==> config.mk <==
export PLATFORM = sky130hd
export DESIGN_NAME = vga_frame_reader
export DESIGN_NICKNAME = d
export VERILOG_FILES = /design/src/rtl/vga_frame_reader.sv
export SDC_FILE = /design/constraint.sdc
export NUM_CORES = 1
export LEC_CHECK = 0
export CORE_ASPECT_RATIO = 0.75
export CORE_UTILIZATION = 57
export DETAILED_ROUTE_END_ITERATION = 10
export DONT_BUFFER_PORTS = 1
export PLACE_DENSITY = 0.82
export SYNTH_ARGS = -nofsm -noshare
export SYNTH_HDL_FRONTEND = slang
export SYNTH_SLANG_ARGS = --single-unit
==> constraint.sdc <==
create_clock -name clk -period 4.8 [get_ports clk]
set_input_delay 0.96 -clock clk [delete_from_list [all_inputs] [get_ports clk]]
set_output_delay 0.96 -clock clk [all_outputs]
set_load 0.05 [all_outputs]
==> src/rtl/vga_frame_reader.sv <==
// VGA timing generator and framebuffer reader. Streams an integer-scaled image window
// from data RAM to the VGA pins through a small prefetch FIFO with one read in flight.
module vga_frame_reader #(
  parameter int             S          = 32,
  parameter int             IMG_W      = 100,
  parameter int             IMG_H      = 100,
  parameter int             SCALE      = 4,
  parameter int             X0         = 120,
  parameter int             Y0         = 40,
  parameter logic [S-1:0]   BASE_ADDR  = '0,
  parameter int             FIFO_DEPTH = 8,
  parameter int             H_VIS      = 640,
  parameter int             H_FP       = 16,
  parameter int             H_SYNC     = 96,
  parameter int             H_BP       = 48,
  parameter int             V_VIS      = 480,
  parameter int             V_FP       = 10,
  parameter int             V_SYNC     = 2,
  parameter int             V_BP       = 33
) (
  input  logic         clk,
  input  logic         rst,
  output logic         fb_req,
  output logic [S-1:0] fb_addr,
  input  logic         fb_valid,
  input  logic [S-1:0] fb_data,
  output logic [23:0]  rgb,
  output logic         h_sync,
  output logic         v_sync,
  output logic         vga_clk,
  output logic         frame_start,
  output logic         underflow
);

  localparam int H_TOTAL = H_VIS + H_FP + H_SYNC + H_BP;
  localparam int V_TOTAL = V_VIS + V_FP + V_SYNC + V_BP;
  localparam int HW      = $clog2(H_TOTAL);
  localparam int VW      = $clog2(V_TOTAL);
  localparam int CW      = $clog2(IMG_W + 1);
  localparam int SW      = (SCALE > 1) ? $clog2(SCALE) : 1;
  localparam int AW      = $clog2(FIFO_DEPTH);

  localparam logic [HW-1:0] H_LAST   = HW'(H_TOTAL - 1);
  localparam logic [HW-1:0] H_LSTART = HW'(H_VIS - 1);
  localparam logic [HW-1:0] HS_BEG   = HW'(H_VIS + H_FP);
  localparam logic [HW-1:0] HS_END   = HW'(H_VIS + H_FP + H_SYNC);
  localparam logic [HW-1:0] WX0      = HW'(X0);
  localparam logic [HW-1:0] WX1      = HW'(X0 + IMG_W * SCALE);
  localparam logic [VW-1:0] V_LAST   = VW'(V_TOTAL - 1);
  localparam logic [VW-1:0] VS_BEG   = VW'(V_VIS + V_FP);
  localparam logic [VW-1:0] VS_END   = VW'(V_VIS + V_FP + V_SYNC);
  localparam logic [VW-1:0] WY0      = VW'(Y0);
  localparam logic [VW-1:0] WY1      = VW'(Y0 + IMG_H * SCALE);
  localparam logic [CW-1:0] COL_END  = CW'(IMG_W);
  localparam logic [SW-1:0] SUB_LAST = SW'(SCALE - 1);
  localparam logic [AW:0]   CNT_FULL = (AW + 1)'(FIFO_DEPTH);

  localparam logic [1:0] ST_IDLE = 2'd0;
  localparam logic [1:0] ST_REQ  = 2'd1;
  localparam logic [1:0] ST_WAIT = 2'd2;

  logic          tick;
  logic [HW-1:0] h_cnt;
  logic [VW-1:0] v_cnt;
  logic [VW-1:0] v_next;
  logic          in_win;
  logic          line_start;
  logic [SW-1:0] hsub;
  logic [SW-1:0] fsub;
  logic [S-1:0]  row_addr;
  logic [1:0]    state;
  logic [CW-1:0] col;
  logic          discard;
  logic [23:0]   fifo_mem [FIFO_DEPTH];
  logic [AW-1:0] wr_ptr;
  logic [AW-1:0] rd_ptr;
  logic [AW:0]   count;
  logic          fifo_empty;
  logic          fifo_full;
  logic          push;
  logic          pop;
  logic          fb_data_unused;

  assign vga_clk        = tick;
  assign fb_req         = (state == ST_REQ);
  assign fb_data_unused = ^fb_data[S-1:24];

  assign v_next     = (v_cnt == V_LAST) ? '0 : v_cnt + VW'(1);
  assign in_win     = (h_cnt >= WX0) && (h_cnt < WX1) && (v_cnt >= WY0) && (v_cnt < WY1);
  // Prefetch for the next line begins as soon as the visible part of this one ends.
  assign line_start = tick && (h_cnt == H_LSTART) && (v_next >= WY0) && (v_next < WY1);

  assign fifo_empty = (count == '0);
  assign fifo_full  = (count == CNT_FULL);
  assign push       = (state == ST_WAIT) && fb_valid && !discard && !line_start;
  assign pop        = tick && in_win && !fifo_empty && (hsub == SUB_LAST);

  // NOTE: all sequential state uses non-blocking assignments so every register
  // samples pre-edge values regardless of block ordering.
  always_ff @(posedge clk) begin
    if (rst) begin
      tick  <= 1'b0;
      h_cnt <= '0;
      v_cnt <= '0;
    end else begin
      tick <= ~tick;
      if (tick) begin
        if (h_cnt == H_LAST) begin
          h_cnt <= '0;
          v_cnt <= v_next;
        end else begin
          h_cnt <= h_cnt + HW'(1);
        end
      end
    end
  end

  // Outputs are computed from the current counters, so they trail them by one pixel.
  always_ff @(posedge clk) begin
    if (rst) begin
      rgb         <= '0;
      h_sync      <= 1'b1;
      v_sync      <= 1'b1;
      frame_start <= 1'b0;
      underflow   <= 1'b0;
      hsub        <= '0;
    end else begin
      frame_start <= tick && (h_cnt == H_LAST) && (v_cnt == V_LAST);
      if (tick) begin
        h_sync <= !((h_cnt >= HS_BEG) && (h_cnt < HS_END));
        v_sync <= !((v_cnt >= VS_BEG) && (v_cnt < VS_END));
        if (in_win) begin
          rgb  <= fifo_empty ? 24'h0 : fifo_mem[rd_ptr];
          hsub <= (hsub == SUB_LAST) ? '0 : hsub + SW'(1);
          if (fifo_empty) underflow <= 1'b1;
        end else begin
          rgb  <= '0;
          hsub <= '0;
        end
      end
    end
  end

  // Row address tracking for the line being fetched: sub-line counter instead of a divide.
  always_ff @(posedge clk) begin
    if (rst) begin
      row_addr <= BASE_ADDR;
      fsub     <= '0;
    end else if (line_start) begin
      if (v_next == WY0) begin
        row_addr <= BASE_ADDR;
        fsub     <= '0;
      end else if (fsub == SUB_LAST) begin
        row_addr <= row_addr + S'(IMG_W);
        fsub     <= '0;
      end else begin
        fsub <= fsub + SW'(1);
      end
    end
  end

  always_ff @(posedge clk) begin
    if (rst) begin
      state   <= ST_IDLE;
      col     <= COL_END;
      discard <= 1'b0;
      fb_addr <= BASE_ADDR;
    end else begin
      case (state)
        ST_IDLE: begin
          if (!line_start && (col < COL_END) && !fifo_full) begin
            state   <= ST_REQ;
            fb_addr <= row_addr + S'(col);
          end
        end
        ST_REQ: begin
          state <= ST_WAIT;
          if (line_start) discard <= 1'b1;
        end
        ST_WAIT: begin
          if (fb_valid) begin
            state   <= ST_IDLE;
            discard <= 1'b0;
            if (!discard && !line_start) col <= col + CW'(1);
          end else if (line_start) begin
            discard <= 1'b1;
          end
        end
        default: state <= ST_IDLE;
      endcase
      if (line_start) col <= '0;
    end
  end

  always_ff @(posedge clk) begin
    if (rst || line_start) begin
      wr_ptr <= '0;
      rd_ptr <= '0;
      count  <= '0;
    end else begin
      if (push) wr_ptr <= wr_ptr + AW'(1);
      if (pop)  rd_ptr <= rd_ptr + AW'(1);
      case ({push, pop})
        2'b10:   count <= count + (AW + 1)'(1);
        2'b01:   count <= count - (AW + 1)'(1);
        default: count <= count;
      endcase
    end
  end

  // NOTE: FIFO storage has no reset; validity is tracked by the pointers and count.
  always_ff @(posedge clk) begin
    if (push) fifo_mem[wr_ptr] <= fb_data[23:0];
  end

endmodule

# After elaboration in Yosys (flattened, before gate mapping)
# Memories as Yosys holds them, arrays and structs flattened. A register that Yosys moved wholly into a read port is not among the register bits.
# Index checks and enable logic that the tools add are counted.
[word_totals]
reg_bits = 137
mem_bits_rw = 192
in_bits = 35
out_inout_bits = 62
word_cells = 123
mem_count = 1
[mem_list]
columns = ["name", "depth", "width", "rd", "rd_ports_with_merged_regs", "wr", "line", "rtl"]
rows = [
  ["fifo_mem", 8, 24, 1, 1, 1, "74", "logic [23:0] fifo_mem [FIFO_DEPTH];"],
]
[classes]
add_sub_neg = 11
magnitude_cmp = 11
eq_ne = 13
mux = 25
bitwise = 1
reduce_logical = 42
[op_table]
columns = ["op", "n"]
rows = [
  ["32-bit 2-to-1 mux", 2],
  ["24-bit 2-to-1 mux", 2],
  ["32-bit by 7-bit adder with 32-bit output", 1],
  ["32-bit by 7-bit adder with 32-bit output, second input constant", 1],
  ["10-bit equality test, second input constant", 3],
  ["10-bit by 9-bit < comparator with 1-bit output, second input constant", 3],
  ["7-bit 2-to-1 mux", 4],
  ["10-bit by 1-bit adder with 10-bit output, second input constant", 2],
  ["10-bit by 6-bit greater-or-equal comparator with 1-bit output, second input constant", 2],
  ["10-bit < comparator, second input constant", 2],
  ["10-bit 2-to-1 mux", 2],
  ["1-bit logical AND", 19],
  ["2-bit 2-to-1 mux", 6],
  ["2-bit nonzero test", 6],
  ["10-bit by 6-bit equality test with 1-bit output, second input constant", 1],
  ["10-bit greater-or-equal comparator, second input constant", 1],
  ["10-bit by 7-bit greater-or-equal comparator with 1-bit output, second input constant", 1],
  ["10-bit by 9-bit greater-or-equal comparator with 1-bit output, second input constant", 1],
  ["3-bit AND reduction", 3],
  ["2-bit equality test, second input constant", 4],
  ["4-bit case mux with 2 select lines", 1],
  ["2-bit AND reduction", 4],
  ["7-bit by 1-bit adder with 7-bit output, second input constant", 1],
  ["7-bit < comparator, second input constant", 1],
  ["17 further kinds", 30],
]

# Longest topological paths before layout
[logic_depth]
word_depth = 11
mapped_depth = 17
depth_no_buf = 16

# Worst setup path before layout
# No wires, ideal clock.
[synth_timing]
path_kind = "register to register"
startpoint = "reg v_cnt[0]"
endpoint = "mem fifo_mem[2][0], enable pin"
arrival_time_ps = 4497
path_slack_ps = -172
stages_incl_launch_ff = 11
period_less_slack_ps = 4972
cell_sequence = "dfxtp_1 buf_2 inv_1 ha_1 and4b_1 a31o_2 mux2i_1 a2111oi_2 nand2_1 nand2_1 nor4b_1"
[synth_via]
elab_chain_cells = 9
word_cells_on_any_way = 11
[synth_rtl]
columns = ["element", "line", "rtl"]
rows = [
  ["start: declaration", "64", "logic [VW-1:0] v_cnt;"],
  ["start signal: assignment", "110", "v_cnt <= v_next;"],
  ["10-bit by 1-bit adder with 10-bit output / 10-bit equality test (equally long branches)", "88", "assign v_next = (v_cnt == V_LAST) ? '0 : v_cnt + VW'(1);"],
  ["10-bit 2-to-1 mux (*)", "88", ""],
  ["10-bit by 6-bit greater-or-equal comparator with 1-bit output", "91", "assign line_start = tick && (h_cnt == H_LSTART) && (v_next >= WY0) && (v_next < WY1);"],
  ["1-bit logical AND", "91", ""],
  ["1-bit logical AND (*)", "91", ""],
  ["1-bit logical NOT (*)", "95", "assign push = (state == ST_WAIT) && fb_valid && !discard && !line_start;"],
  ["1-bit logical AND (*)", "95", ""],
  ["1-bit 2-to-1 mux (*)", "213", "if (push) fifo_mem[wr_ptr] <= fb_data[23:0];"],
  ["1-bit 2-to-1 mux (implied by the code) (*)", "213", ""],
  ["end: declaration", "74", ""],
]
# Every way passes the cells marked *; elsewhere a longest branch is shown, timed or not.

# Worst setup path after layout
[layout_timing]
startpoint = "reg v_cnt[0]"
endpoint = "reg count[2]"
[layout_via]
elab_chain_cells = 9
word_cells_on_any_way = 21
[layout_rtl]
columns = ["element", "line", "rtl"]
rows = [
  ["10-bit by 1-bit adder with 10-bit output / 10-bit equality test (equally long branches)", "88", ""],
  ["10-bit 2-to-1 mux", "88", ""],
  ["10-bit by 6-bit greater-or-equal comparator with 1-bit output", "91", ""],
  ["1-bit logical AND (2 in series)", "91", ""],
  ["1-bit logical NOT", "95", ""],
  ["1-bit logical AND", "95", ""],
  ["2-bit by 1-bit equality test with 1-bit output / 2-bit equality test (equally long branches)", "203", "case ({push, pop})"],
  ["4-bit case mux with 2 select lines / 2-bit nonzero test (equally long branches)", "--", ""],
  ["end signal: assignment", "204", "2'b10: count <= count + (AW + 1)'(1);"],
  ["end signal: assignment", "205", "2'b01: count <= count - (AW + 1)'(1);"],
  ["end signal: assignment", "206", "default: count <= count;"],
  ["end: declaration", "77", "logic [AW:0] count;"],
]
# Several ways; a longest one is shown, not always the timed one.
# A chain may end at the register's enable or synchronous reset.

==> parameters.txt <==
Parameter                              Value

Run status
  Run status    finished clean

Setup path
  Category of the worst setup path launch point    register
  Delay of the slowest cell on the worst path    720 ps
  Endpoint arrival time on the critical path    4360 ps
  Most Frequent Cell on Critical Path    ha_1
  Reg2Reg Depth    15
  Reg2reg start    v_cnt[0]
  Critical-path top delay cell    a2111oi_2
  Cell class contributing the biggest share of worst-path delay    compound AO/OA/AOI/OAI gates
  Largest fanout on the critical path    11
  Number of buffers and inverters on the critical path    0
  Crit Reg-Reg Endpoint    count[2]
  Number of gates on the worst path with buffers counted    15
  List of cells traversed by the critical path    ha_1 -> a21oi_1 -> o31ai_1 -> o41ai_1 -> a2111oi_2 -> nand2_1 -> nand2_1 -> ha_1 -> xor2_1 -> ha_1 -> a21oi_1 -> xor2_1 -> nor2_1 -> xnor2_1 -> nor2_1
  Register-to-register setup slack    870 ps
  Critical path required time    5230 ps
  Startpoint-to-endpoint class of the critical path    reg2reg
  Kind of end point of the critical path    register

Die
  Initial cell density of the core    58.02%
  Placeable core region    0.02391 sq mm
  Die boundary width    182.1 microns
  Cell Rows    49
  Area enclosed by the die boundary    0.02497 sq mm
  I/O pins    97
  Chip height    137.1 microns

STA
  Crit share post-route    81.87%
  Final setup violation count    0
  Setup TNS    0 ps
  Peak Freq    254.5 MHz
  Slew Viols, Final    0
  Worst setup skew after layout    18.31 ps
  Worst Tran Pin Value    963.9 ps
  Final worst hold slack    457.9 ps
  RSZ-0062 raised after global routing    false
  PnR worst setup slack    870.3 ps
  Worst rel slew slack    35.74%
  Final number of hold-violating endpoints    0
  Post-layout minimum cycle time    3930 ps

Global routing
  Largest net degree at the start of global routing    69
  Number of antenna violations at the first check in global routing    0
  Final global-route overflow total    0
  Via count of the first global-routing pass    8,057
  Wire length of the first global-routing pass    43.11 mm
  Global-route usage over all layers    21.97%

Cells and area
  Final Net Count    1,115
  Antenna diode instance count    0
  Total non-filler cell area in the finished layout    0.01516 sq mm
  Most common library cell in the layout ignoring fill and taps    edfxtp_1
  Post-layout instance count excluding filler cells    1,388
  Commonest cells after routing, fill and taps aside    edfxtp_1, dfxtp_1, nor2_1
  Syn-to-layout area delta    9.262%
  Layout cells sized above 1    12.57%
  Filler Cell Count    1,767

Power
  Peak VDD IR    0.0003110 V
  Internal power contribution    4.286 mW
  Sw Share    19.66%
  Fraction of power consumed by combinational cells    0.5%
  Fraction of power consumed by sequential logic    56.1%
  Leak pwr    4.676 nW
  Cell area power density    351.9 mW/mm^2
  Switching Power    1.049 mW
  Clock share of power    43.4%

Placement
  Worst slack, placed    876.9 ps
  DP Area    0.01420 sq mm
  Placer Congestion    0.8635
  Total instance count after detailed placement    1,332
  Port Buf Inserts    0
  Detailed placement HPWL    16.76 mm

Drt
  Drt via density    6.139
  Routed wire length    27.30 mm
  Number of DRC violations after detailed routing    0
  Pre-Repair DR Iteration Count    5
  Routed length per placed instance    19.67 microns
  Antenna Violating Nets Remaining    0
  Number of vias in the routed layout    8,521
  First DRT Iteration DRCs    755

Clocking
  Insertion delay to the later sink of the worst-skew pair    560 ps
  Hold bufs inserted after CTS    0
  Number of setup buffers added after CTS    0
  CTS tree    yes
  Cell chosen for the clock root    clkbuf_16
  Clock transition at path regs    70 ps
  Number of buffers added by the clock tree synthesis step    31
  Sinks on the clock net    330
  Number of H-tree levels    1
  Clk buf depth    3
  CTS resizes    0

Flow run
  Number of max-cap violations    0

Yosys
  Share of async-settable or async-resettable flops after synthesis    0%
  Part of the Yosys area used for sequential elements    61.47%
  FF+latch count, synth    330
  Top_reg_cell synth    edfxtp_1
  Cell type with the highest aggregate area in the netlist    edfxtp_1
  Area of the mapped netlist    0.01387 sq mm
  Syn_nets    1,131
  Post-synth top area share    41.56%
  Count of flip-flops with a built-in enable after synthesis    192
  Unique cell type count in the Yosys netlist    61
  Ranking of synthesized cells by area    edfxtp_1, dfxtp_1, mux4_2
  Synthesized netlist cell count    1,075
  Per-instance average area after synthesis    12.91 sq um
  Yosys warning total    0

Min path
  Launch instance of the worst min-delay path    fsub[1]
  Worst Hold Path EP    fsub[1]
  Worst hold path class    reg2reg
  Count of cells along the worst hold path    2
==> power by group through the flow <==
stage	registers [mW]	logic [mW]	clock network, mW
detailed placement	3.05	0.0259	0
finish	2.99	0.0257	2.32
floorplan	3.06	0.0228	0
global placement	3.05	0.0254	0
CTS	2.99	0.0260	2.37
global route	2.99	0.0285	2.48
==> cells by family after synthesis <==
logic type      after synthesis  synth area share, %
compound gates              163                7.621
xor+xnor                     63                3.977
fa+ha+maj                    21                1.894
buf+inv                      80                2.372
flops                       330                61.47
mux                          87                10.61
simple gates                331                12.06
==> area by class of cell <==
type | instances | area [sq um] | area share [%]
clock inverters | 22 | 172.7 | 1.139
multi-input cells | 665 | 5091 | 33.59
flip-flops and latches | 330 | 8533 | 56.29
clock buffers | 34 | 787.0 | 5.192
well taps | 306 | 382.9 | 2.526
repair buffers | 16 | 132.6 | 0.8749
inverters | 15 | 58.81 | 0.3879
==> synthesized netlist by cell type (14+ instances only) <==
cell type	n
a211oi_1	25
inv_1	14
nand2_1	66
a21oi_1	43
dfxtp_1	138
nand3_1	26
nand4_1	17
o21ai_0	42
ha_1	21
edfxtp_1	192
mux2i_1	39
xnor2_1	43
mux4_2	48
or3_1	17
clkbuf_1	44
nor3_1	27
xor2_1	20
nor2_1	101
==> registers in the layout, summed over array words and instances, names as in the netlist, 2 cells and up, named ones only <==
register	count
fifo_mem	192
fb_addr	32
row_addr	30
rgb	24
h_cnt	10
v_cnt	10
col	7
count	4
rd_ptr	3
wr_ptr	3
fsub	2
hsub	2
state	2
==> worst reg2reg max path, delay by kind of cell (launching register included) <==
| family | cells | cell delay (ps) |
|---|---|---|
| compound gates | 5 | 1330 |
| fa+ha+maj | 3 | 980 |
| simple gates | 4 | 600 |
| flops | 1 | 500 |
| xor+xnor | 3 | 400 |
==> worst max-delay path by stage <==
stage                                end  slack, ps     start
final                           count[2]        870  v_cnt[0]
after floorplan           fifo_mem[0][0]         80  v_cnt[0]
after global routing            count[2]        370  v_cnt[0]
after global placement          count[2]        960  v_cnt[0]
after detailed placement        count[2]        880  v_cnt[0]
after CTS                       count[2]        880  v_cnt[0]
==> per-stage QoR <==
step	total power [mW]	util, %
after floorplan	3.079	-
after global placement	3.079	59.38
after detailed placement	3.080	59.38
after CTS	5.384	63.40
after global routing	5.502	63.40
final	5.335	63.40
==> per-layer routing <==
metal  track usage, %  routed length (microns)  share of wire [%]  vias up
met5                0                        0                  0        -
met4            5.509                      481                1.8        0
met3            4.204                     1596                5.8       43
met2            34.91                    12880                 47      234
met1            31.27                    12350                 45     4225
li1                 -                        -                  -     4019
Power figures use the tool's default switching activity.
